$ cat config.mk
export PLATFORM = sky130hd
export DESIGN_NAME = mem_arbiter
export DESIGN_NICKNAME = d
export VERILOG_FILES = /design/src/rtl/mem_arbiter.sv
export SDC_FILE = /design/constraint.sdc
export NUM_CORES = 1
export LEC_CHECK = 0
export BUFFER_PORTS_ARGS = -buffer_cell sky130_fd_sc_hd__buf_2
export CAP_MARGIN = 20
export CORE_AREA = 8 8 326 328
export DETAILED_ROUTE_END_ITERATION = 10
export DIE_AREA = 0 0 334 336
export GPL_TIMING_DRIVEN = 0
export PLACE_DENSITY = 0.31
export SLEW_MARGIN = 30
export SYNTH_ARGS = -nofsm -noshare
export SYNTH_HDL_FRONTEND = slang
export SYNTH_SLANG_ARGS = --single-unit
export TNS_END_PERCENT = 1
$ cat constraint.sdc
create_clock -name clk -period 1.55 [get_ports clk]
set_input_delay 0.2325 -clock clk [delete_from_list [all_inputs] [get_ports clk]]
set_output_delay 0.2325 -clock clk [all_outputs]
set_load 0.1 [all_outputs]
$ cat src/rtl/mem_arbiter.sv
// Round-robin arbiter that shares one slow_memory port between the I-cache and
// D-cache, with one transaction in flight and a registered grant decision.
module mem_arbiter #(
  parameter int ADDR_W = 28,
  parameter int DATA_W = 128
) (
  input  logic              clk,
  input  logic              rst_n,
  input  logic              I_read,
  input  logic              I_write,
  input  logic [ADDR_W-1:0] I_addr,
  input  logic [DATA_W-1:0] I_wdata,
  output logic [DATA_W-1:0] I_rdata,
  output logic              I_ready,
  input  logic              D_read,
  input  logic              D_write,
  input  logic [ADDR_W-1:0] D_addr,
  input  logic [DATA_W-1:0] D_wdata,
  output logic [DATA_W-1:0] D_rdata,
  output logic              D_ready,
  output logic              mem_read,
  output logic              mem_write,
  output logic [ADDR_W-1:0] mem_addr,
  output logic [DATA_W-1:0] mem_wdata,
  input  logic [DATA_W-1:0] mem_rdata,
  input  logic              mem_ready,
  output logic [1:0]        grant
);

  // State encodings double as the grant output value.
  typedef enum logic [1:0] {
    IDLE  = 2'b00,
    GNT_I = 2'b01,
    GNT_D = 2'b10
  } state_t;

  state_t state, state_nxt;
  logic   last_d, last_d_nxt;
  logic   i_pend, d_pend;

  assign i_pend = I_read | I_write;
  assign d_pend = D_read | D_write;

  always_ff @(posedge clk or negedge rst_n) begin
    if (!rst_n) begin
      state  <= IDLE;
      last_d <= 1'b0;
    end else begin
      state  <= state_nxt;
      last_d <= last_d_nxt;
    end
  end

  always_comb begin
    state_nxt  = state;
    last_d_nxt = last_d;
    I_rdata    = '0;
    I_ready    = 1'b0;
    D_rdata    = '0;
    D_ready    = 1'b0;
    mem_read   = 1'b0;
    mem_write  = 1'b0;
    mem_addr   = '0;
    mem_wdata  = '0;
    grant      = state;
    case (state)
      IDLE: begin
        // On a tie, the requester that did not own memory last time wins.
        if (i_pend && d_pend)
          state_nxt = last_d ? GNT_I : GNT_D;
        else if (i_pend)
          state_nxt = GNT_I;
        else if (d_pend)
          state_nxt = GNT_D;
      end
      GNT_I: begin
        mem_read  = I_read;
        mem_write = I_write;
        mem_addr  = I_addr;
        mem_wdata = I_wdata;
        I_ready   = mem_ready;
        I_rdata   = mem_rdata;
        if (mem_ready) begin
          state_nxt  = IDLE;
          last_d_nxt = 1'b0;
        end
      end
      GNT_D: begin
        mem_read  = D_read;
        mem_write = D_write;
        mem_addr  = D_addr;
        mem_wdata = D_wdata;
        D_ready   = mem_ready;
        D_rdata   = mem_rdata;
        if (mem_ready) begin
          state_nxt  = IDLE;
          last_d_nxt = 1'b1;
        end
      end
      default: state_nxt = IDLE;
    endcase
  end

endmodule
==> qor.yml, run 1 <==
power.density_nw_per_um2: 2700
period_needed_ns: 2.40
busiest_layer: "met2"
avgRoutedWirePerCell_um: 29.3
fp.coreArea_sq_um: 101000
critical-path-max-stage-delay_ns: 0.50
switchingPower_mw: 31.2
ir_worst_vdd_mv: 1.07
postRouteWirelength_mm: 84.1
seqPwrFrac_pct: 0.4
path_cells: "ha_4 -> buf_12 -> buf_12 -> buf_12 -> a22oi_2 -> nor2b_2 -> buf_12"
cts-root-buf: "clkbuf_16"
intPower_mw: 15.4
fillers: 11474
cp_data_required_time_ns: 1.32
crit_top_cell: "buf_12"
clk_path_buf_depth: 2
portBuffers: 864
fin_nets: 2000
critPathKind: "flop to output pin"
switching_share_pct: 66.9
antenna_found_initial: 64
syn2layout_area_growth_pct: 229
layout_setup_ws_ns: -0.853
dieHeight_um: 336
mostFrequentLayoutCells: "458 x buf_2, 239 x buf_12, 184 x and2_1"
rows: 117
vias: 9007
cp_slowest_cell: "dfrtp_4"
comb_power_share_pct: 98.7
place_inst: 2850
cts_tree: "yes"
setup_violations: 417
clkSinkCount: 3
critPathLaunchType: "flop"
ys_seq_area_share_pct: 1.43
grt_max_degree: 11
holdWs_ns: 0.362
initial_core_util_pct: 5.19
cts_buffers: 3
clk_pin_slew_ns: 0.03
cp_max_fo: 10
status: "finished with violations"
met2_usage_pct: 25.5
crit_path_start: "grant[0]"
register_area_sq_um: 82.6
fin_cells: 2871
power_frac_clock_pct: 0.9
vias_per_cell: 3.14
met1_usage_pct: 15.7
totalPowerFinal_mw: 46.6
yosysUniqueCellTypes: 21
track_usage_pct: 13.8
dpl_worst_slack_ns: -1.32
cap_viol_max_count: 0
detail-route-antenna-nets: 0
drc: 0
layout_commonest_cell: "buf_2"
violations: "setup timing"
grt_pass1_vias: 9525
fin_crit_sh_pct: 155
fin_util_pct: 17.1
hold_class: "input port to asynchronous set/reset pin"
synth_cells: 677
slew_headroom_pct: 58.4
gp_congestion: 0.853
worstSetupEndpointType: "output pin"
syn-num-nets: 1128
cp.arrival_ns: 2.17
multi_input_area_sq_um: 5270
grt_use_met3_pct: 4.93
p_leak_nw: 7.09
dp_hpwl_mm: 76.7
die_w_um: 334
ys_warn_count: 0
dieArea_sq_um: 112000
drt-initial-drc-count: 285
hold_violations: 0
dr.pass1.iters: 4
synthesis.area_sq_um: 5240
avgSynthCellArea_sq_um: 7.74
htreeDepth: 1
grt_setup_unrepaired: "yes"
final-max-slew-violation-count: 0
r2r_start: "grant[0]"
worst_slew_pin_slew_ns: 0.629
layout-drive-gt1-share_pct: 85.7
clk_latency_ns: 0.22
io_pins: 865
fmax_ghz: 0.416
overflow: 0
ys_ff_latch: 3
finalClockSkew_ns: 0.00103
grt_pass1_wl_mm: 103
-- through the flow --
| stage | TNS, ns | cell area, sq um |
|---|---|---|
| floorplan | -315.46 | 5690 |
| global placement | -354.91 | 11700 |
| detailed placement | -348.29 | 11700 |
| CTS | -296.35 | 14700 |
| global route | -290.74 | 17200 |
| finish | -259.64 | 17200 |
-- power by group through the flow --
stage | clock network (mW) | registers (mW) | logic (mW)
5_1_grt | 0.432 | 0.185 | 47.5
6_report | 0.410 | 0.178 | 46.0
3_3_place_gp | 0 | 0.178 | 37.3
4_1_cts | 0.420 | 0.181 | 42.3
2_1_floorplan | 0 | 0.331 | 28.3
3_5_place_dp | 0 | 0.181 | 37.1
-- final cells by class --
class | count | area share (%)
diodes | 14 | 0.203
plain buffers | 81 | 5.78
clock buffers | 4 | 0.457
inverters | 3 | 0.0943
multi-input cells | 590 | 30.6
flip-flops and latches | 3 | 0.479
well taps | 1309 | 9.50
repair buffers | 867 | 52.9
-- final timing paths --
| check | end | slack (ns) | cells after the start |
|---|---|---|---|
| min in group clk | last_d | 0.37 | 3 |
| setup reg to reg | last_d | -0.01 | 7 |
| hold reg to reg | last_d | 0.56 | 2 |
| hold / removal | grant[0] | 0.36 | 2 |
| max in group asynchronous | grant[1] | 1.06 | 2 |
| setup / recovery | mem_wdata[108] | -0.85 | 7 |
-- worst max-delay path, delay by kind of cell (launching register included) --
family | cells | cell delay, ns
flops | 1 | 0.50
compound gates | 1 | 0.42
buf+inv | 4 | 0.68
simple gates | 1 | 0.12
fa+ha+maj | 1 | 0.18
-- routing by layer --
layer,share of wire (%),vias to the layer above
li1,-,4057
met1,37,4224
met2,50,596
met3,11,116
met4,2.7,14
met5,0.13,-
-- Yosys cell counts (all sizes together) --
| master | count | area [sq um] |
|---|---|---|
| and2 | 258 | 1610 |
| nor2b | 159 | 1040 |
| a22oi | 158 | 1730 |
| buf | 52 | 531 |
| clkbuf | 29 | 124 |
| ha | 4 | 50.1 |
| nor2 | 4 | 15.0 |
| dfrtp | 3 | 75.1 |
| inv | 3 | 11.3 |
| a21oi | 2 | 10.0 |
| o32ai | 2 | 17.5 |
| nand2 | 1 | 3.75 |
| nand2b | 1 | 13.8 |
| o21ai | 1 | 5.00 |
-- kinds of logic (layout without fill, tap and decap cells) --
logic type	Yosys count	in the layout	synth area share, %
other	0	14	0
AOI/OAI and AO/OA	163	163	33.6
buffers and inverters	84	955	12.7
and+or+nand+nor	423	423	51.3
DFF	3	3	1.43
adders and majority gates	4	4	0.955
-- registers in the layout, summed over array words and instances, names as in the netlist --
signal / cells
last_d: 1
grant: 2
-- what timing repair did --
action / 4_1_cts / 5_1_grt
hold endpoints to repair: 3 / 0
pin swaps: 1 / 46
endpoints found under the setup margin: 417 / 418
buffers inserted: 0 / 1
hold buffers: 1 / 0
gates cloned: 0 / 1
gates resized for setup: 901 / 667
Note: power is estimated with default switching activity, not from simulation.
==> run 2: changes to the inputs <==
Settings changed: BUFFER_PORTS_ARGS -buffer_cell sky130_fd_sc_hd__buf_2 to -buffer_cell sky130_fd_sc_hd__buf_4.
==> qor.yml, run 2 (synthesis gave the netlist of run 1 again) <==
status: "finished with violations"
violations: "setup timing"
critPathLaunchType: "flop"
grt_pass1_wl_mm: 106  # +3.2%
clk_path_buf_depth: 2  # unchanged
fin_nets: 2005  # +0.25%
hold_violations: 0  # unchanged
p_leak_nw: 7.45  # +5.1%
endpoint: "mem_wdata[109]"
drc: 0  # unchanged
gp_congestion: 0.846  # -0.86%
path_buf_inv: 4  # unchanged
grt_setup_unrepaired: "yes"
dpl_worst_slack_ns: -1.23  # +0.0976 ns
whs_path_depth: 3
vias_per_cell: 3.11  # -0.96%
period_needed_ns: 2.37  # -0.0298 ns
busiest_layer: "met2"
postRouteWirelength_mm: 85.1  # +1.2%
clk_latency_ns: 0.22  # about the same
mostFrequentLayoutCells: "465 x buf_4, 263 x buf_12, 246 x and2_1"
dr.pass1.iters: 4  # unchanged
dieHeight_um: 336  # unchanged
portBuffers: 864  # unchanged
cp_data_required_time_ns: 1.32  # about the same
cp_max_fo: 8  # -2
fillers: 11299  # -1.5%
antenna_found_initial: 31  # -52%
initial_core_util_pct: 5.19  # unchanged
placed_area_sq_um: 13800  # +19%
worst_slew_pin_slew_ns: 0.658  # +0.0290 ns
critPathKind: "flop to output pin"
slew_headroom_pct: 56.2  # -2.2 points
cts-root-buf: "clkbuf_16"
avgRoutedWirePerCell_um: 29.6  # +1.1%
met1_usage_pct: 15.7  # -0.083 points
io_pins: 865  # unchanged
cts_tree: "yes"
path_cells: "ha_4 -> buf_12 -> buf_12 -> buf_8 -> a22oi_2 -> nor2b_2 -> buf_12"
r2r_cells: 5  # -2
die_w_um: 334  # unchanged
cap_viol_max_count: 0  # unchanged
cp_slowest_cell: "dfrtp_4"
htreeDepth: 1  # unchanged
clk_pin_slew_ns: 0.03  # about the same
layout_commonest_cell: "buf_4"
layout_setup_ws_ns: -0.823  # +0.0298 ns
crit_family: "buffers and inverters"
crit_top_cell: "buf_12"
clkSinkCount: 3  # unchanged
finalClockSkew_ns: 0.00113  # +0.000103 ns
r2r_end: "grant[0]"
track_usage_pct: 14.1  # +0.31 points
drt-initial-drc-count: 326  # +14%
post-route-cell-area_sq_um: 18400  # +6.5%
rrSetupSlack_ns: -0.02  # about the same
fp.coreArea_sq_um: 101000  # unchanged
hold_class: "input port to flop"
cts_buffers: 3  # unchanged
fmax_ghz: 0.421  # +1.3%
rows: 117  # unchanged
power.density_nw_per_um2: 2550  # -5.6%
grt_use_met3_pct: 5.55  # +0.62 points
cp.arrival_ns: 2.14  # -0.03 ns
critical-path-max-stage-delay_ns: 0.51  # about the same
grt_max_degree: 11  # unchanged
vias: 8924  # -0.92%
grt_pass1_vias: 9795  # +2.8%
setup_violations: 417  # unchanged
overflow: 0  # unchanged
crit_path_start: "grant[1]"
path_depth: 7  # unchanged
ir_worst_vdd_mv: 1.00  # -6.5%
layout-drive-gt1-share_pct: 81.3  # -4.4 points
worstSetupEndpointType: "output pin"
final-max-slew-violation-count: 0  # unchanged
r2r_start: "grant[1]"
dieArea_sq_um: 112000  # unchanged
syn2layout_area_growth_pct: 250
largest_register_ffs: 2  # unchanged
met2_usage_pct: 26.5  # +1.0 points
detail-route-antenna-nets: 0  # unchanged
fin_crit_sh_pct: 153  # -1.9 points
dp_hpwl_mm: 78.2  # +2.0%
run 2: changes by cell type in the layout (fill, tap and decap cells not counted), sizes merged:
cell	previous run	this run
diode	14	10
clkbuf	25	28
buf	926	928
run 2: final cells by class:
type | instances | area, sq um | area share, %
plain buffers | 79 | 936 | 5.10
inverters | 3 | 18.8 | 0.102
flip-flops and latches | 3 | 82.6 | 0.450
clock buffers | 4 | 78.8 | 0.429
repair buffers | 874 | 10500 | 57.0
diodes | 10 | 25.0 | 0.136
well taps | 1309 | 1640 | 8.92
multi-input cells | 590 | 5120 | 27.9
run 2: power breakdown:
part / total [mW] / internal (mW) / leakage, nW / switching, mW
clock network: 0.406 / 0.339 / 0.0382 / 0.0665
logic: 46.3 / 15.2 / 7.38 / 31.0
registers: 0.183 / 0.130 / 0.0344 / 0.0537
run 2: repair_timing:
action                                 CTS  global route
hold buffers                             1             0
pin swaps                               10            22
setup endpoints to repair              417           419
cloned                                   1             0
resized for setup                      773           322
setup buffers                            5             3
endpoints found under the hold margin    3             0
run 2: tightest hold or removal path, cell delays in order:
cell,delay [ns]
buf_4,0.15
nand2_2,0.06
o21ai_1,0.06
run 2: worst min path at each step:
stage / from / end
after CTS: mem_ready / last_d
after floorplan: rst_n / last_d
after global routing: mem_ready / last_d
after detailed placement: rst_n / grant[1]
after global placement: rst_n / last_d
final: mem_ready / last_d
run 2: through the flow:
stage | hold WS [ns] | power, mW | utilization, % | std cells | TNS [ns]
floorplan | -0.0631 | 28.7 | - | 677 | -315.46
global placement | 0.0263 | 39.2 | 13.7 | 2850 | -283.18
detailed placement | 0.0288 | 39.2 | 13.7 | 2850 | -280.57
global route | 0.353 | 48.3 | 18.2 | 2864 | -291.74
CTS | 0.353 | 45.3 | 16.8 | 2860 | -286.90
finish | 0.328 | 46.8 | 18.2 | 2872 | -259.53
run 2: metal layers:
| layer | routed length, um | part of all wire [%] |
|---|---|---|
| met1 | 32000 | 38 |
| met2 | 44600 | 52 |
| met3 | 8060 | 9.5 |
| met4 | 462 | 0.54 |
| met5 | 51 | 0.060 |
